File: src/rtl/n64_pkg.sv
// Shared N64 controller definitions: button-word field bounds, event-entry width
// and the signed stick-axis distance helper.
package n64_pkg;

  localparam int unsigned BTN_HI     = 31;
  localparam int unsigned BTN_LO     = 16;
  localparam int unsigned STICK_X_HI = 15;
  localparam int unsigned STICK_X_LO = 8;
  localparam int unsigned STICK_Y_HI = 7;
  localparam int unsigned STICK_Y_LO = 0;

  localparam int unsigned BUTTON_W   = 32;
  localparam int unsigned TS_W_DEF   = 16;
  localparam int unsigned EVENT_W    = BUTTON_W + TS_W_DEF;

  // |a - b| of two signed 8-bit axes; 9-bit arithmetic so the range is 0..255
  function automatic logic [7:0] axis_delta(input logic [7:0] a, input logic [7:0] b);
    logic [8:0] d;
    logic [8:0] mag;
    d   = {a[7], a} - {b[7], b};
    mag = d[8] ? (~d + 9'd1) : d;
    return mag[7:0];
  endfunction

endpackage

File: src/rtl/n64_button_event_queue_if.sv
// Poll-result input, queue control and event-head outputs of the button event queue.
interface n64_button_event_queue_if #(
  parameter int unsigned DEPTH    = 8,
  parameter int unsigned TS_WIDTH = 16
);
  logic                         sample_valid;
  logic [31:0]                  button_data;
  logic                         flush;
  logic                         pop;
  logic                         event_valid;
  logic [31:0]                  event_data;
  logic [TS_WIDTH-1:0]          event_ts;
  logic [$clog2(DEPTH+1)-1:0]   count;
  logic                         overflow;
  logic                         irq;

  modport master (
    output sample_valid, button_data, flush, pop,
    input  event_valid, event_data, event_ts, count, overflow, irq
  );

  modport slave (
    input  sample_valid, button_data, flush, pop,
    output event_valid, event_data, event_ts, count, overflow, irq
  );
endinterface

File: src/rtl/n64_event_fifo.sv
// Synchronous first-word-fall-through FIFO with flush; head reads as zero when empty.
module n64_event_fifo #(
  parameter int unsigned WIDTH = 48,
  parameter int unsigned DEPTH = 8
) (
  input  logic                       clk,
  input  logic                       rst_n,
  input  logic                       push,
  input  logic                       pop,
  input  logic                       flush,
  input  logic [WIDTH-1:0]           wr_data,
  output logic [WIDTH-1:0]           rd_data,
  output logic [$clog2(DEPTH+1)-1:0] count,
  output logic                       full,
  output logic                       empty
);
  localparam int unsigned PW = $clog2(DEPTH);
  localparam int unsigned CW = $clog2(DEPTH+1);

  logic [WIDTH-1:0] mem [DEPTH];
  logic [PW-1:0]    wr_ptr;
  logic [PW-1:0]    rd_ptr;
  logic             do_pop;
  logic             do_push;

  assign empty   = (count == '0);
  assign full    = (count == CW'(DEPTH));
  assign do_pop  = pop && !empty && !flush;
  assign do_push = push && !flush && (!full || do_pop);
  assign rd_data = empty ? '0 : mem[rd_ptr];

  always_ff @(posedge clk or negedge rst_n) begin
    if (!rst_n) begin
      wr_ptr <= '0;
      rd_ptr <= '0;
      count  <= '0;
    end else if (flush) begin
      wr_ptr <= '0;
      rd_ptr <= '0;
      count  <= '0;
    end else begin
      if (do_push) wr_ptr <= wr_ptr + PW'(1);
      if (do_pop)  rd_ptr <= rd_ptr + PW'(1);
      count <= count + CW'(do_push) - CW'(do_pop);
    end
  end

  always_ff @(posedge clk) begin
    if (do_push) mem[wr_ptr] <= wr_data;
  end

endmodule

File: src/rtl/n64_button_event_queue.sv
// Change-filtered, timestamped queue of N64 poll results for APB draining.
module n64_button_event_queue
  import n64_pkg::*;
#(
  parameter int unsigned DEPTH      = 8,
  parameter int unsigned TS_WIDTH   = 16,
  parameter int unsigned DEADZONE   = 4,
  parameter int unsigned IRQ_THRESH = 4
) (
  input logic                      PCLK,
  input logic                      PRESERN,
  n64_button_event_queue_if.slave  bus
);
  localparam int unsigned CW = $clog2(DEPTH+1);
  localparam int unsigned EW = BUTTON_W + TS_WIDTH;

  logic [TS_WIDTH-1:0] ts;
  logic [31:0]         base;
  logic                base_valid;
  logic                overflow;
  logic                irq;

  logic [EW-1:0]       head;
  logic [CW-1:0]       count;
  logic                full;
  logic                empty;

  logic                change;
  logic                pop_ok;
  logic                accept;
  logic                push;
  logic                drop;
  logic [CW-1:0]       count_next;
  logic                overflow_next;

  always_comb begin
    change = !base_valid
          || (bus.button_data[BTN_HI:BTN_LO] != base[BTN_HI:BTN_LO])
          || (axis_delta(bus.button_data[STICK_X_HI:STICK_X_LO],
                         base[STICK_X_HI:STICK_X_LO]) > 8'(DEADZONE))
          || (axis_delta(bus.button_data[STICK_Y_HI:STICK_Y_LO],
                         base[STICK_Y_HI:STICK_Y_LO]) > 8'(DEADZONE));
  end

  // A same-cycle pop frees the slot, so a full queue still accepts the push
  assign pop_ok = bus.pop && !empty && !bus.flush;
  assign accept = bus.sample_valid && !bus.flush && change;
  assign push   = accept && (!full || pop_ok);
  assign drop   = accept && full && !pop_ok;

  assign count_next    = bus.flush ? '0 : (count + CW'(push) - CW'(pop_ok));
  assign overflow_next = !bus.flush && (overflow || drop);

  n64_event_fifo #(
    .WIDTH (EW),
    .DEPTH (DEPTH)
  ) u_fifo (
    .clk     (PCLK),
    .rst_n   (PRESERN),
    .push    (push),
    .pop     (pop_ok),
    .flush   (bus.flush),
    .wr_data ({bus.button_data, ts}),
    .rd_data (head),
    .count   (count),
    .full    (full),
    .empty   (empty)
  );

  always_ff @(posedge PCLK or negedge PRESERN) begin
    if (!PRESERN) begin
      ts         <= '0;
      base       <= '0;
      base_valid <= 1'b0;
      overflow   <= 1'b0;
      irq        <= 1'b0;
    end else begin
      if (bus.sample_valid) ts <= ts + TS_WIDTH'(1);
      if (push) base <= bus.button_data;
      if (bus.flush)  base_valid <= 1'b0;
      else if (push)  base_valid <= 1'b1;
      overflow <= overflow_next;
      irq      <= (count_next >= CW'(IRQ_THRESH)) || overflow_next;
    end
  end

  assign bus.event_valid = !empty;
  assign bus.event_data  = head[EW-1:TS_WIDTH];
  assign bus.event_ts    = head[TS_WIDTH-1:0];
  assign bus.count       = count;
  assign bus.overflow    = overflow;
  assign bus.irq         = irq;

endmodule
File: src/flat_wrapper.sv
// flat-port wrapper written by rule: the top's interface ports become plain ports
module n64_button_event_queue_flat import n64_pkg::*;
#(
  parameter int unsigned DEPTH      = 8,
  parameter int unsigned TS_WIDTH   = 16,
  parameter int unsigned DEADZONE   = 4,
  parameter int unsigned IRQ_THRESH = 4
)
  (PCLK, PRESERN, bus_sample_valid, bus_button_data, bus_flush, bus_pop, bus_event_valid, bus_event_data, bus_event_ts, bus_count, bus_overflow, bus_irq);
  n64_button_event_queue_if #(.DEPTH(DEPTH), .TS_WIDTH(TS_WIDTH)) bus_i ();
  input logic PCLK;
  input logic PRESERN;
  input wire logic [$bits(bus_i.sample_valid)-1:0] bus_sample_valid;
  input wire logic [$bits(bus_i.button_data)-1:0] bus_button_data;
  input wire logic [$bits(bus_i.flush)-1:0] bus_flush;
  input wire logic [$bits(bus_i.pop)-1:0] bus_pop;
  output wire logic [$bits(bus_i.event_valid)-1:0] bus_event_valid;
  output wire logic [$bits(bus_i.event_data)-1:0] bus_event_data;
  output wire logic [$bits(bus_i.event_ts)-1:0] bus_event_ts;
  output wire logic [$bits(bus_i.count)-1:0] bus_count;
  output wire logic [$bits(bus_i.overflow)-1:0] bus_overflow;
  output wire logic [$bits(bus_i.irq)-1:0] bus_irq;
  assign bus_i.sample_valid = bus_sample_valid;
  assign bus_i.button_data = bus_button_data;
  assign bus_i.flush = bus_flush;
  assign bus_i.pop = bus_pop;
  assign bus_event_valid = bus_i.event_valid;
  assign bus_event_data = bus_i.event_data;
  assign bus_event_ts = bus_i.event_ts;
  assign bus_count = bus_i.count;
  assign bus_overflow = bus_i.overflow;
  assign bus_irq = bus_i.irq;
  n64_button_event_queue #(.DEPTH(DEPTH), .TS_WIDTH(TS_WIDTH), .DEADZONE(DEADZONE), .IRQ_THRESH(IRQ_THRESH)) u_core (.PCLK(PCLK), .PRESERN(PRESERN), .bus(bus_i));
endmodule
File: config.mk
export PLATFORM = sky130hd
export DESIGN_NAME = n64_button_event_queue_flat
export DESIGN_NICKNAME = d
export VERILOG_FILES = /design/src/rtl/n64_pkg.sv /design/src/rtl/n64_button_event_queue_if.sv /design/src/rtl/n64_event_fifo.sv /design/src/rtl/n64_button_event_queue.sv /design/src/flat_wrapper.sv
export SDC_FILE = /design/constraint.sdc
export NUM_CORES = 1
export LEC_CHECK = 0
export CAP_MARGIN = 20
export CORE_MARGIN = 10
export CORE_UTILIZATION = 30
export CTS_CLUSTER_SIZE = 30
export DETAILED_ROUTE_END_ITERATION = 7
export PLACE_DENSITY = 0.49
export SYNTH_ARGS = -nofsm -noshare
export SYNTH_HDL_FRONTEND = slang
export SYNTH_SLANG_ARGS = --single-unit
File: constraint.sdc
create_clock -name PCLK -period 14.65 [get_ports PCLK]
set_clock_uncertainty 0.2 [all_clocks]
set_input_delay 1.465 -clock PCLK [delete_from_list [all_inputs] [get_ports PCLK]]
set_output_delay 1.465 -clock PCLK [all_outputs]
set_load 0.01 [all_outputs]
# [Yosys cells after proc, flatten, opt, wreduce, memory -nomap -nowiden]
# Memories as Yosys holds them, arrays and structs flattened.
# Index checks and enable logic that the tools add are counted.
[word_totals] mem_count=1 elab_cells=68 mem_bits_rw=384 input_bits=37 register_bits=61
[op_classes] order_cmp=3 n_bitwise=2 n_reduce_logical=28 n_addsub=11 eq_ne=2 n_mux=13
[memory_table] memory="u_core.u_fifo.mem" depth=8 width=48 read_ports=1 rd_ports_with_merged_regs=0 wr=1 line="n64_event_fifo.sv:20" text="logic [WIDTH-1:0] mem [DEPTH];"
[ops] operator="48-bit two-way mux" count=1
[ops] operator="8-bit by 8-bit subtractor with 9-bit output" count=2
[ops] operator="16-bit by 1-bit adder with 16-bit output (second input constant)" count=1
[ops] operator="8-bit by 1-bit adder with 8-bit output (second input constant)" count=2
[ops] operator="8-bit by 3-bit > comparator with 1-bit output (second input constant)" count=2
[ops] operator="8-bit two-way mux" count=2
[ops] operator="16-bit inequality test" count=1
[ops] operator="8-bit inverter" count=2
[ops] operator="1-bit logical AND" count=12
[ops] operator="3-bit two-way mux" count=4
[ops] operator="4-bit by 1-bit adder with 4-bit output" count=2
[ops] operator="4-bit two-way mux" count=2
[ops] operator="4-bit by 1-bit subtractor with 4-bit output" count=2
[ops] operator="1-bit logical OR" count=7
[ops] operator="3-bit by 1-bit adder with 3-bit output (second input constant)" count=2
[ops] operator="2-bit nonzero test" count=3
[ops] operator="1-bit zero test" count=5
[ops] operator="4-bit == test (second input constant)" count=1
[ops] operator="4-bit by 3-bit >= comparator with 1-bit output (second input constant)" count=1
[ops] operator="4-bit zero test" count=1
[ops] operator="1-bit two-way mux" count=4

# [Logic depth before layout (Yosys ltp)]
# Gate-level depths: netlist of run 1.
[depth] word_depth=14 depth_mapped=23 ltp_nobuf=21

# [By module]
# Synthesis of run 1 repeated with hierarchy kept, for this count alone.
[hier_totals] hier_cells=996 hier_area_um2=18853.1
[modules_own_cells] module="n64_event_fifo" instances=1 area_per_inst_um2=15061.9 cells_per_inst=641
[modules_own_cells] module="n64_button_event_queue" instances=1 area_per_inst_um2=3791.1 cells_per_inst=355

# [Least setup slack after synthesis of run 1]
# No wires, ideal clock.
[synth_timing] path_kind="input to register" from="input bus_button_data[0]" to="memory u_core.u_fifo.mem[4][0] (enable)" required_ps=13876 path_slack_ps=5248 n_path_buf=2 arrival_ps=8628 stages=16 setup_ps=574 path_cell_list="inv_1 > ha_1 > inv_1 > fa_1 > a211oi_1 > o31ai_1 > o21ai_1 > nor2b_1 > xnor2_1 > nand2_1 > and4b_1 > nand4_4 > and2_1 > buf_6 > buf_6 > nor4bb_1"
[synth_via] elab_chain_len=12
[synth_lines] item="start: declaration" line="flat_wrapper.sv:14" text="input wire logic [$bits(bus_i.button_data)-1:0] bus_button_data;"
[synth_lines] item="8-bit by 8-bit subtractor with 9-bit output (*)" line="n64_pkg.sv:20" text="d = {a[7], a} - {b[7], b};"
[synth_lines] item="8-bit inverter" line="n64_pkg.sv:21" text="mag = d[8] ? (~d + 9'd1) : d;"
[synth_lines] item="8-bit by 1-bit adder with 8-bit output" line="n64_pkg.sv:21"
[synth_lines] item="8-bit two-way mux (*)" line="n64_pkg.sv:21"
[synth_lines] item="8-bit by 3-bit > comparator with 1-bit output (*)" line="n64_button_event_queue.sv:42" text="base[STICK_Y_HI:STICK_Y_LO]) > 8'(DEADZONE));"
[synth_lines] item="1-bit logical OR (*)" line="n64_button_event_queue.sv:41" text="|| (axis_delta(bus.button_data[STICK_Y_HI:STICK_Y_LO],"
[synth_lines] item="1-bit logical AND (*)" line="n64_button_event_queue.sv:47" text="assign accept = bus.sample_valid && !bus.flush && change;"
[synth_lines] item="1-bit logical AND (*)" line="n64_button_event_queue.sv:48" text="assign push = accept && (!full || pop_ok);"
[synth_lines] item="1-bit logical AND (*) (2 in a row)" line="n64_event_fifo.sv:29" text="assign do_push = push && !flush && (!full || do_pop);"
[synth_lines] item="1-bit two-way mux (*)" line="n64_event_fifo.sv:49" text="if (do_push) mem[wr_ptr] <= wr_data;"
[synth_lines] item="1-bit two-way mux (not written as such) (*)" line="n64_event_fifo.sv:49"
[synth_lines] item="end: declaration" line="n64_event_fifo.sv:20"
# Mark *: on every way between the ends. The rest lies on a longest branch, timed or not.

# [Worst setup path after layout of run 1]
[layout_timing] from="input bus_button_data[0]" to="register u_core.u_fifo.count[2]"
[layout_via] elab_chain_len=13
[layout_lines] item="8-bit by 8-bit subtractor with 9-bit output (*)" line="n64_pkg.sv:20"
[layout_lines] item="8-bit inverter" line="n64_pkg.sv:21"
[layout_lines] item="8-bit by 1-bit adder with 8-bit output" line="n64_pkg.sv:21"
[layout_lines] item="8-bit two-way mux (*)" line="n64_pkg.sv:21"
[layout_lines] item="8-bit by 3-bit > comparator with 1-bit output (*)" line="n64_button_event_queue.sv:42"
[layout_lines] item="1-bit logical OR (*)" line="n64_button_event_queue.sv:41"
[layout_lines] item="1-bit logical AND (*)" line="n64_button_event_queue.sv:47"
[layout_lines] item="1-bit logical AND (*)" line="n64_button_event_queue.sv:48"
[layout_lines] item="1-bit logical AND (*) (2 in a row)" line="n64_event_fifo.sv:29"
[layout_lines] item="4-bit by 1-bit adder with 4-bit output (*)" line="n64_event_fifo.sv:44" text="count <= count + CW'(do_push) - CW'(do_pop);"
[layout_lines] item="4-bit by 1-bit subtractor with 4-bit output (*)" line="n64_event_fifo.sv:44"
[layout_lines] item="4-bit two-way mux (*)" line="n64_event_fifo.sv:37" text="end else if (flush) begin"
[layout_lines] item="end signal: assignment" line="n64_event_fifo.sv:44"
[layout_lines] item="end: declaration" line="n64_event_fifo.sv:13" text="output logic [$clog2(DEPTH+1)-1:0] count,"
# Marks and branches as above.
# A chain may end at the register's enable or synchronous reset.

==> results.json, run 1 <==
{
  "routed_via_density": 4.74,
  "die_x_um": 268,
  "ant_nets": 0,
  "grt_max_degree": 60,
  "nNetsFinal": 1188,
  "grt_pass1_wl_mm": 64.3,
  "synth.area.top_cells": "edfxtp_1, mux4_2, dfrtp_1",
  "synthTopCellsByCount": "edfxtp_1, mux4_2, nor2_1",
  "synth_top_area_share": 0.625,
  "netSwitchingFraction": 0.293,
  "start_util": 0.304,
  "syn_to_final_growth_pct": 18.3,
  "num_rows": 90,
  "drt_iter0_markers": 674,
  "async_flop_share": 0.137,
  "clk_latency_ns": 0.60,
  "fin_crit_ns": 6.39,
  "ys.flop_type": "edfxtp_1",
  "cp_slowest_cell": "clkdlybuf4s50_1",
  "grt_overflow": 0,
  "leakage_nw": 7.17,
  "dieArea_mm2": 0.0718,
  "cp.arrival_ns": 6.63,
  "crit_required_ns": 14.89,
  "max-cap-violations": 0,
  "cts_setup_buffers": 0,
  "synth_top_area_cell": "edfxtp_1",
  "setup_viol": 0,
  "max_clock_freq_mhz": 156,
  "seq_area_frac_synth": 0.708,
  "syn_area_per_cell_um2": 18.4,
  "pwr-share-seq": 0.418,
  "fillers": 5741,
  "grt_usage": 0.119,
  "worst-path-max-fanout": 34,
  "clock_sinks": 445,
  "synth_cells": 1003,
  "clock_path_buffers": 3,
  "ys_warn_count": 0,
  "drive_gt1_frac": 0.188,
  "slowest_delay_ns": 0.59,
  "wl_per_cell_um": 21.6,
  "synth.cell_area_mm2": 0.0184,
  "status": "finished clean",
  "wl_mm": 41.9,
  "cts_hold_buf": 0,
  "cts_tree": "built",
  "combinationalPowerShare": 0.282,
  "cpLargestDelayFamily": "adder cells",
  "p_int_mw": 2.68,
  "power_mw": 3.80,
  "cts.clk_slew.worst_paths_ns": 0.06,
  "synth-edff-count": 384,
  "synth_most_common_cell": "edfxtp_1",
  "crit_chain": "clkdlybuf4s50_1 -> inv_1 -> ha_1 -> inv_1 -> fa_1 -> a211oi_1 -> o31ai_1 -> o21ai_1 -> o21ai_0 -> a32o_1 -> and4b_1 -> nand4_4 -> and2_2 -> buf_4 -> inv_2 -> ha_1 -> inv_1 -> ha_1 -> fa_1 -> xnor2_1 -> nor2_1",
  "cts_max_level": 2,
  "tns_ns": 0,
  "port-buffer-count": 91,
  "hpwl_mm": 24.5,
  "via_count": 9210,
  "drc": 0,
  "ys_seq_elements": 445,
  "switchingPower_mw": 1.11,
  "worstSetupEndpointType": "register",
  "relSlewSlack": 0.382,
  "synth_cell_types": 58,
  "antenna_found_initial": 1,
  "post_cts_resized": 0,
  "worst-setup-path-type": "in -> reg",
  "synth_nets": 1072,
  "clkPwrFrac": 0.300,
  "first_global_vias": 10100,
  "min_period_over_period": 0.436,
  "crit_path_start_kind": "primary input",
  "hold_viol": 0,
  "hold_path.class": "reg -> reg",
  "io_pins": 92,
  "core_region_area_mm2": 0.0606,
  "cts-root-buf": "clkbuf_16",
  "finalMaxSlewViolations": 0,
  "cts_made_buffers": 48,
  "rsz0062_at_grt": "false",
  "tightest_slew_ns": 0.927,
  "gp_congestion": 0.751,
  "die_h_um": 268,
  "dr.pass1.iters": 5,
  "cp.buffers_inverters": 6,
  "ir_drop_mv": 0.101,
  "power.density_mw_per_mm2": 174
}
layer usage:
metal | GRT usage | part of all wire | up-vias
met5 | 0 | 0 | -
met4 | 0.0353 | 0.021 | 0
met3 | 0.0253 | 0.043 | 56
met2 | 0.195 | 0.48 | 148
met1 | 0.155 | 0.46 | 4820
li1 | - | - | 4186
flip-flops by register name, indices dropped and copies added (netlist names):
| signal | cells |
|---|---|
| u_core.u_fifo.count | 4 |
| u_core.bus.irq | 1 |
| u_core.ts | 16 |
| u_core.base | 32 |
| u_core.u_fifo.mem | 384 |
| u_core.bus.overflow | 1 |
| u_core.u_fifo.rd_ptr | 3 |
| u_core.base_valid | 1 |
| u_core.u_fifo.wr_ptr | 3 |
through the flow:
stage,hold slack [ns],area [um2],std cells,setup slack (ns),utilization
finish,0.289,21800,1942,8.26,0.360
detailed placement,0.278,20300,1851,7.68,0.336
floorplan,0.253,18400,1003,5.25,-
global route,0.299,21800,1941,7.87,0.360
CTS,0.292,21800,1941,8.30,0.360
global placement,0.278,20300,1851,7.81,0.336
kinds of logic (layout without fill, tap and decap cells):
| family | after synthesis | after routing | share of synthesized area |
|---|---|---|---|
| AO/OA/AOI/OAI | 63 | 63 | 0.0223 |
| other | 0 | 1 | 0 |
| buffers and inverters | 76 | 232 | 0.0168 |
| flip-flops | 445 | 445 | 0.708 |
| AND/OR/NAND/NOR | 167 | 167 | 0.0447 |
| multiplexers | 167 | 167 | 0.160 |
| XOR/XNOR | 53 | 53 | 0.0252 |
| adder cells (fa/ha/maj) | 32 | 32 | 0.0229 |
worst reg2reg max path: stages (launching register included):
cell and delay, ns:
dfrtp_1 0.35, ha_1 0.19, inv_1 0.06, fa_1 0.40
a211oi_1 0.30, o31ai_1 0.16, o21ai_1 0.43, o21ai_0 0.17
a32o_1 0.23, and4b_1 0.23, nand4_4 0.26, and2_2 0.32
buf_4 0.53, inv_2 0.06, ha_1 0.28, inv_1 0.04
ha_1 0.20, fa_1 0.39, xnor2_1 0.15, nor2_1 0.05
final timing paths:
path,from,to,slack [ns],cells past startpoint
setup / recovery,bus_button_data[0],u_core.u_fifo.count[2],8.26,21
hold / removal,u_core.base_valid,u_core.base_valid,0.29,1
setup reg to reg,u_core.base[0],u_core.u_fifo.count[2],9.52,19
hold reg to reg,u_core.base_valid,u_core.base_valid,0.29,1
max in group asynchronous,PRESERN,u_core.u_fifo.rd_ptr[0],12.66,2
min in group asynchronous,PRESERN,u_core.bus.irq,0.48,1
final cells by class:
cell class | instances | area, um2 | share of cell area
sequential | 445 | 13100 | 0.599
tap | 782 | 978 | 0.0448
clock inverter | 20 | 150 | 0.00688
timing repair buffer | 109 | 1040 | 0.0478
clock buffer | 70 | 1330 | 0.0611
inverter | 33 | 124 | 0.00568
multi-input combinational | 482 | 5120 | 0.235
antenna | 1 | 2.50 | 0.000115
cells in the final DEF (no fill, tap or decap), drive strengths merged, types with 19 or more instances in the layout:
cell type | synthesis | final
edfxtp | 384 | 384
mux2i | 50 | 50
dfrtp | 61 | 61
clkbuf | 29 | 70
o21ai | 22 | 22
mux2 | 21 | 21
nand3 | 30 | 30
nor2 | 79 | 79
xnor2 | 39 | 39
buf | 14 | 19
clkdlybuf4s50 | 0 | 90
inv | 33 | 35
ha | 29 | 29
mux4 | 96 | 96
power groups by stage:
stage | Sequential [mW] | Combinational [mW] | Clock (mW)
after floorplan | 1.55 | 0.732 | 0
after detailed placement | 1.61 | 1.11 | 0
after global routing | 1.60 | 1.20 | 1.23
after global placement | 1.61 | 1.10 | 0
final | 1.59 | 1.07 | 1.14
after CTS | 1.59 | 1.11 | 1.18
Note: power is estimated with default switching activity, not from simulation.
==> run 2, diff against run 1 <==
==> constraint.sdc (replaced) <==
create_clock -name PCLK -period 5.95 [get_ports PCLK]
set_clock_uncertainty 0.2 [all_clocks]
set_input_delay 0.595 -clock PCLK [delete_from_list [all_inputs] [get_ports PCLK]]
set_output_delay 0.595 -clock PCLK [all_outputs]
set_load 0.01 [all_outputs]
==> results.json, run 2 (same netlist as run 1, synthesis figures left out) <==
{
  "grt_max_degree": 64,
  "power_mw": 9.68,
  "fin_util": 0.367,
  "use_met3": 0.0229,
  "worst-setup-path-type": "in -> reg",
  "cp_slowest_cell": "clkdlybuf4s50_1",
  "tns_ns": 0,
  "crit_chain": "clkdlybuf4s50_1 -> inv_1 -> ha_1 -> inv_1 -> fa_1 -> a211oi_1 -> o31ai_1 -> o21ai_1 -> o21ai_0 -> a32o_1 -> and4b_1 -> nand4_4 -> and2_2 -> inv_2 -> ha_1 -> inv_1 -> ha_1 -> fa_1 -> xnor2_1 -> nor2_1",
  "fin_ws_ns": 1.21,
  "hold_path.class": "reg -> reg",
  "final_common_cell": "edfxtp_1",
  "power.density_mw_per_mm2": 436,
  "crit_required_ns": 6.17,
  "max-cap-violations": 0,
  "hpwl_mm": 25.5,
  "post_cts_resized": 0,
  "cts_hold_buf": 1,
  "die_x_um": 268,
  "die_h_um": 268,
  "via_count": 9322,
  "top_regs": "u_core.u_fifo.mem: 384 flops, u_core.base: 32 flops, u_core.ts: 16 flops",
  "drt_iter0_markers": 655,
  "min_period_over_period": 0.797,
  "max_clock_freq_mhz": 211,
  "port-buffer-count": 91,
  "status": "finished clean",
  "grt_usage": 0.120,
  "cts.clk_slew.worst_paths_ns": 0.06,
  "worst-path-max-fanout": 13,
  "regMostFlops": "u_core.u_fifo.mem",
  "cp.arrival_ns": 4.97,
  "slowest_delay_ns": 0.56,
  "rsz0062_at_grt": "false",
  "cpLargestDelayFamily": "adder cells",
  "ant_nets": 0,
  "ir_drop_mv": 0.205,
  "start_util": 0.304,
  "wl_per_cell_um": 21.7,
  "fin_crit_ns": 4.74,
  "cts_made_buffers": 48,
  "drive_gt1_frac": 0.203,
  "top_usage_layer": "met2",
  "final_cell_mix": "edfxtp_1, mux4_2, clkdlybuf4s50_1",
  "grt_use_met2": 0.200,
  "crit_path_start_kind": "primary input",
  "gp_congestion": 0.735,
  "grt_pass1_wl_mm": 65.0,
  "final_cells": 1956,
  "largest_reg_flops": 384,
  "routed_via_density": 4.77,
  "hold_viol": 0,
  "wl_mm": 42.4,
  "dr.pass1.iters": 5,
  "setup_viol": 0,
  "antenna_found_initial": 0,
  "cts_max_level": 2,
  "cp.buffers_inverters": 5,
  "met1_usage": 0.158,
  "finalMaxSlewViolations": 0,
  "drc": 0,
  "clock_sinks": 445,
  "tightest_slew_ns": 1.07,
  "dieArea_mm2": 0.0718,
  "diodes": 0,
  "clock_path_buffers": 3,
  "first_global_vias": 9989,
  "cts_setup_buffers": 0,
  "grt_overflow": 0,
  "num_rows": 90,
  "io_pins": 92,
  "leakage_nw": 7.36,
  "cts_tree": "built",
  "syn_to_final_growth_pct": 20.5,
  "relSlewSlack": 0.288,
  "cts-root-buf": "clkbuf_16",
  "clk_latency_ns": 0.58,
  "dp_slack_ns": 0.611,
  "nNetsFinal": 1203,
  "dp_cells": 1865,
  "core_region_area_mm2": 0.0606,
  "worstSetupEndpointType": "register"
}
[run 2: layer usage]
metal / wire length [um] / vias to the layer above
li1: - / 4210
met1: 19000 / 4891
met2: 20600 / 170
met3: 2060 / 51
met4: 700 / 0
met5: 0 / -
[run 2: path summary, 6_finish.rpt]
kind / startpoint / slack (ns) / depth (start not counted) / end
worst max-delay path: bus_button_data[0] / 1.21 / 20 / u_core.u_fifo.count[2]
worst min-delay path: u_core.base_valid / 0.29 / 1 / u_core.base_valid
worst max register to register: u_core.base[0] / 1.57 / 18 / u_core.u_fifo.count[2]
worst min register to register: u_core.base_valid / 0.29 / 1 / u_core.base_valid
max in group asynchronous: PRESERN / 4.37 / 2 / u_core.u_fifo.rd_ptr[1]
min in group asynchronous: PRESERN / 0.47 / 2 / u_core.base[0]
[run 2: report_power, final]
| part | leakage [nW] | switching (mW) | internal (mW) |
|---|---|---|---|
| Combinational | 2.25 | 1.30 | 1.38 |
| Clock | 0.802 | 1.19 | 1.89 |
| Sequential | 4.30 | 0.268 | 3.65 |
| Total | 7.36 | 2.76 | 6.92 |
[run 2: layout make-up]
| cell class | count | area (um2) |
|---|---|---|
| fillers | 5663 | 38400 |
| flip-flops and latches | 445 | 13100 |
| multi-input cells | 482 | 5120 |
| clock buffers | 76 | 1420 |
| repair buffers | 124 | 1280 |
| well taps | 782 | 978 |
| clock inverters | 14 | 225 |
| inverters | 33 | 124 |
[run 2: per-stage QoR]
step                hold slack, ns  instance area [um2]
floorplan                   0.0994                18500
global placement             0.280                20600
detailed placement           0.279                20600
CTS                          0.295                22200
global route                 0.312                22200
finish                       0.292                22200
==> run 3, diff against run 2 <==
==> constraint.sdc (replaced) <==
create_clock -name PCLK -period 4.4 [get_ports PCLK]
set_clock_uncertainty 0.2 [all_clocks]
set_input_delay 0.44 -clock PCLK [delete_from_list [all_inputs] [get_ports PCLK]]
set_output_delay 0.44 -clock PCLK [all_outputs]
set_load 0.01 [all_outputs]
==> results.json, run 3 (same netlist as run 1, synthesis figures left out) <==
{
  "top_regs": "u_core.u_fifo.mem: 384 flops, u_core.base: 32 flops, u_core.ts: 16 flops",
  "clock_path_buffers": 3,
  "port-buffer-count": 91,
  "grt_pass1_wl_mm": 67.0,
  "crit_chain": "clkdlybuf4s50_1 -> inv_12 -> ha_4 -> inv_2 -> fa_2 -> a211oi_2 -> nor2_1 -> xor2_1 -> buf_4 -> o21ai_1 -> a32o_1 -> and4b_1 -> nand4_4 -> and2_4 -> inv_2 -> ha_1 -> inv_1 -> ha_1 -> fa_1 -> xnor2_1 -> nor2_1",
  "cts_tree": "built",
  "drt_iter0_markers": 599,
  "clock_sinks": 445,
  "drc": 0,
  "drive_gt1_frac": 0.252,
  "die_h_um": 268,
  "dpl_cell_area_mm2": 0.0213,
  "cpLargestDelayFamily": "adder cells",
  "antenna_found_initial": 2,
  "max-cap-violations": 0,
  "hold_viol": 0,
  "die_x_um": 268,
  "finalMaxSlewViolations": 0,
  "max_clock_freq_mhz": 245,
  "cp.arrival_ns": 4.33,
  "dp_slack_ns": -0.258,
  "nNetsFinal": 1264,
  "worst-path-max-fanout": 3,
  "dieArea_mm2": 0.0718,
  "leakage_nw": 7.66,
  "cp_slowest_cell": "clkdlybuf4s50_1",
  "dp_cells": 1925,
  "final_cells": 2017,
  "cts-root-buf": "clkbuf_16",
  "final_common_cell": "edfxtp_1",
  "crit_path_start_kind": "primary input",
  "num_rows": 90,
  "core_region_area_mm2": 0.0606,
  "fin_util": 0.376,
  "cp.buffers_inverters": 6,
  "min_period_over_period": 0.926,
  "syn_to_final_growth_pct": 23.6,
  "regMostFlops": "u_core.u_fifo.mem",
  "io_pins": 92,
  "status": "finished clean",
  "setup_viol": 0,
  "fin_crit_ns": 4.08,
  "relSlewSlack": 0.516,
  "final_cell_mix": "edfxtp_1, mux4_2, clkdlybuf4s50_1",
  "clk_latency_ns": 0.58,
  "power.density_mw_per_mm2": 570,
  "tightest_slew_ns": 0.726,
  "worstSetupEndpointType": "register",
  "hold_path.class": "in -> async",
  "largest_reg_flops": 384,
  "grt_max_degree": 49,
  "gp_congestion": 0.732,
  "routed_via_density": 4.73,
  "via_count": 9538,
  "hpwl_mm": 27.2,
  "start_util": 0.304,
  "crit_required_ns": 4.66,
  "worst-setup-path-type": "in -> reg",
  "dr.pass1.iters": 6,
  "finish.instance_area_mm2": 0.0228,
  "grt_overflow": 0,
  "wl_per_cell_um": 21.7,
  "cts.clk_slew.worst_paths_ns": 0.06,
  "cts_made_buffers": 49,
  "wl_mm": 43.8,
  "whs_ns": 0.234,
  "post_cts_resized": 0,
  "grt_usage": 0.124,
  "ant_nets": 0,
  "fillers": 5576,
  "slowest_delay_ns": 0.55,
  "cts_max_level": 2,
  "rsz0062_at_grt": "false",
  "fin_ws_ns": 0.325,
  "first_global_vias": 10500,
  "ir_drop_mv": 0.238
}
## run 3: changes by cell type in the layout (fill, tap and decap cells not counted), moves of 2 or more
cell,delta
bufinv_16,-5
buf_4,+45
clkbuf_1,-10
clkinvlp_4,+2
clkinv_1,+6
clkbuf_16,+2
clkbuf_8,-5
inv_1,-2
buf_12,+15
clkinv_2,+10
## run 3: timing repair
item,4_1_cts,5_1_grt
buffers inserted,0,0
hold endpoints to repair,37,0
hold buffers,1,0
## run 3: layout make-up
| type | count | area, um2 | area share |
|---|---|---|---|
| clock buffer | 63 | 1360 | 0.0597 |
| tap | 782 | 978 | 0.0429 |
| timing repair buffer | 184 | 1920 | 0.0843 |
| antenna | 1 | 2.50 | 0.000110 |
| inverter | 33 | 136 | 0.00598 |
| sequential | 445 | 13100 | 0.573 |
| clock inverter | 27 | 163 | 0.00714 |
| multi-input combinational | 482 | 5160 | 0.226 |
## run 3: per-layer routing
metal  part of all wire  wire length (um)  up-vias  track usage
li1                   -                 -     4337            -
met1               0.46             20000     5009        0.166
met2               0.49             21300      139        0.204
met3              0.039              1710       51       0.0214
met4              0.018               776        2       0.0351
met5            0.00030                13        -            0
## run 3: stage by stage
step	power, mW	setup TNS, ns
6_report	13.0	0
5_1_grt	13.7	0
4_1_cts	13.3	0
3_5_place_dp	9.35	-55.38
3_3_place_gp	9.32	-44.40
2_1_floorplan	7.65	-65.14
## run 3: report_power, final
part | switching, mW | leakage (nW) | internal, mW
logic | 1.87 | 2.60 | 2.01
registers | 0.312 | 4.30 | 4.94
clock network | 1.63 | 0.757 | 2.24
total | 3.81 | 7.66 | 9.19
## run 3: worst paths after layout
check	cells after the start	startpoint	slack (ns)	end
worst max-delay path	21	bus_button_data[0]	0.32	u_core.u_fifo.count[2]
max in group asynchronous	3	PRESERN	2.89	u_core.u_fifo.rd_ptr[1]
worst min register to register	1	u_core.base_valid	0.28	u_core.base_valid
min in group PCLK	1	u_core.base_valid	0.28	u_core.base_valid
worst min-delay path	2	PRESERN	0.23	u_core.base[12]
worst max register to register	18	u_core.base[8]	0.41	u_core.u_fifo.count[1]
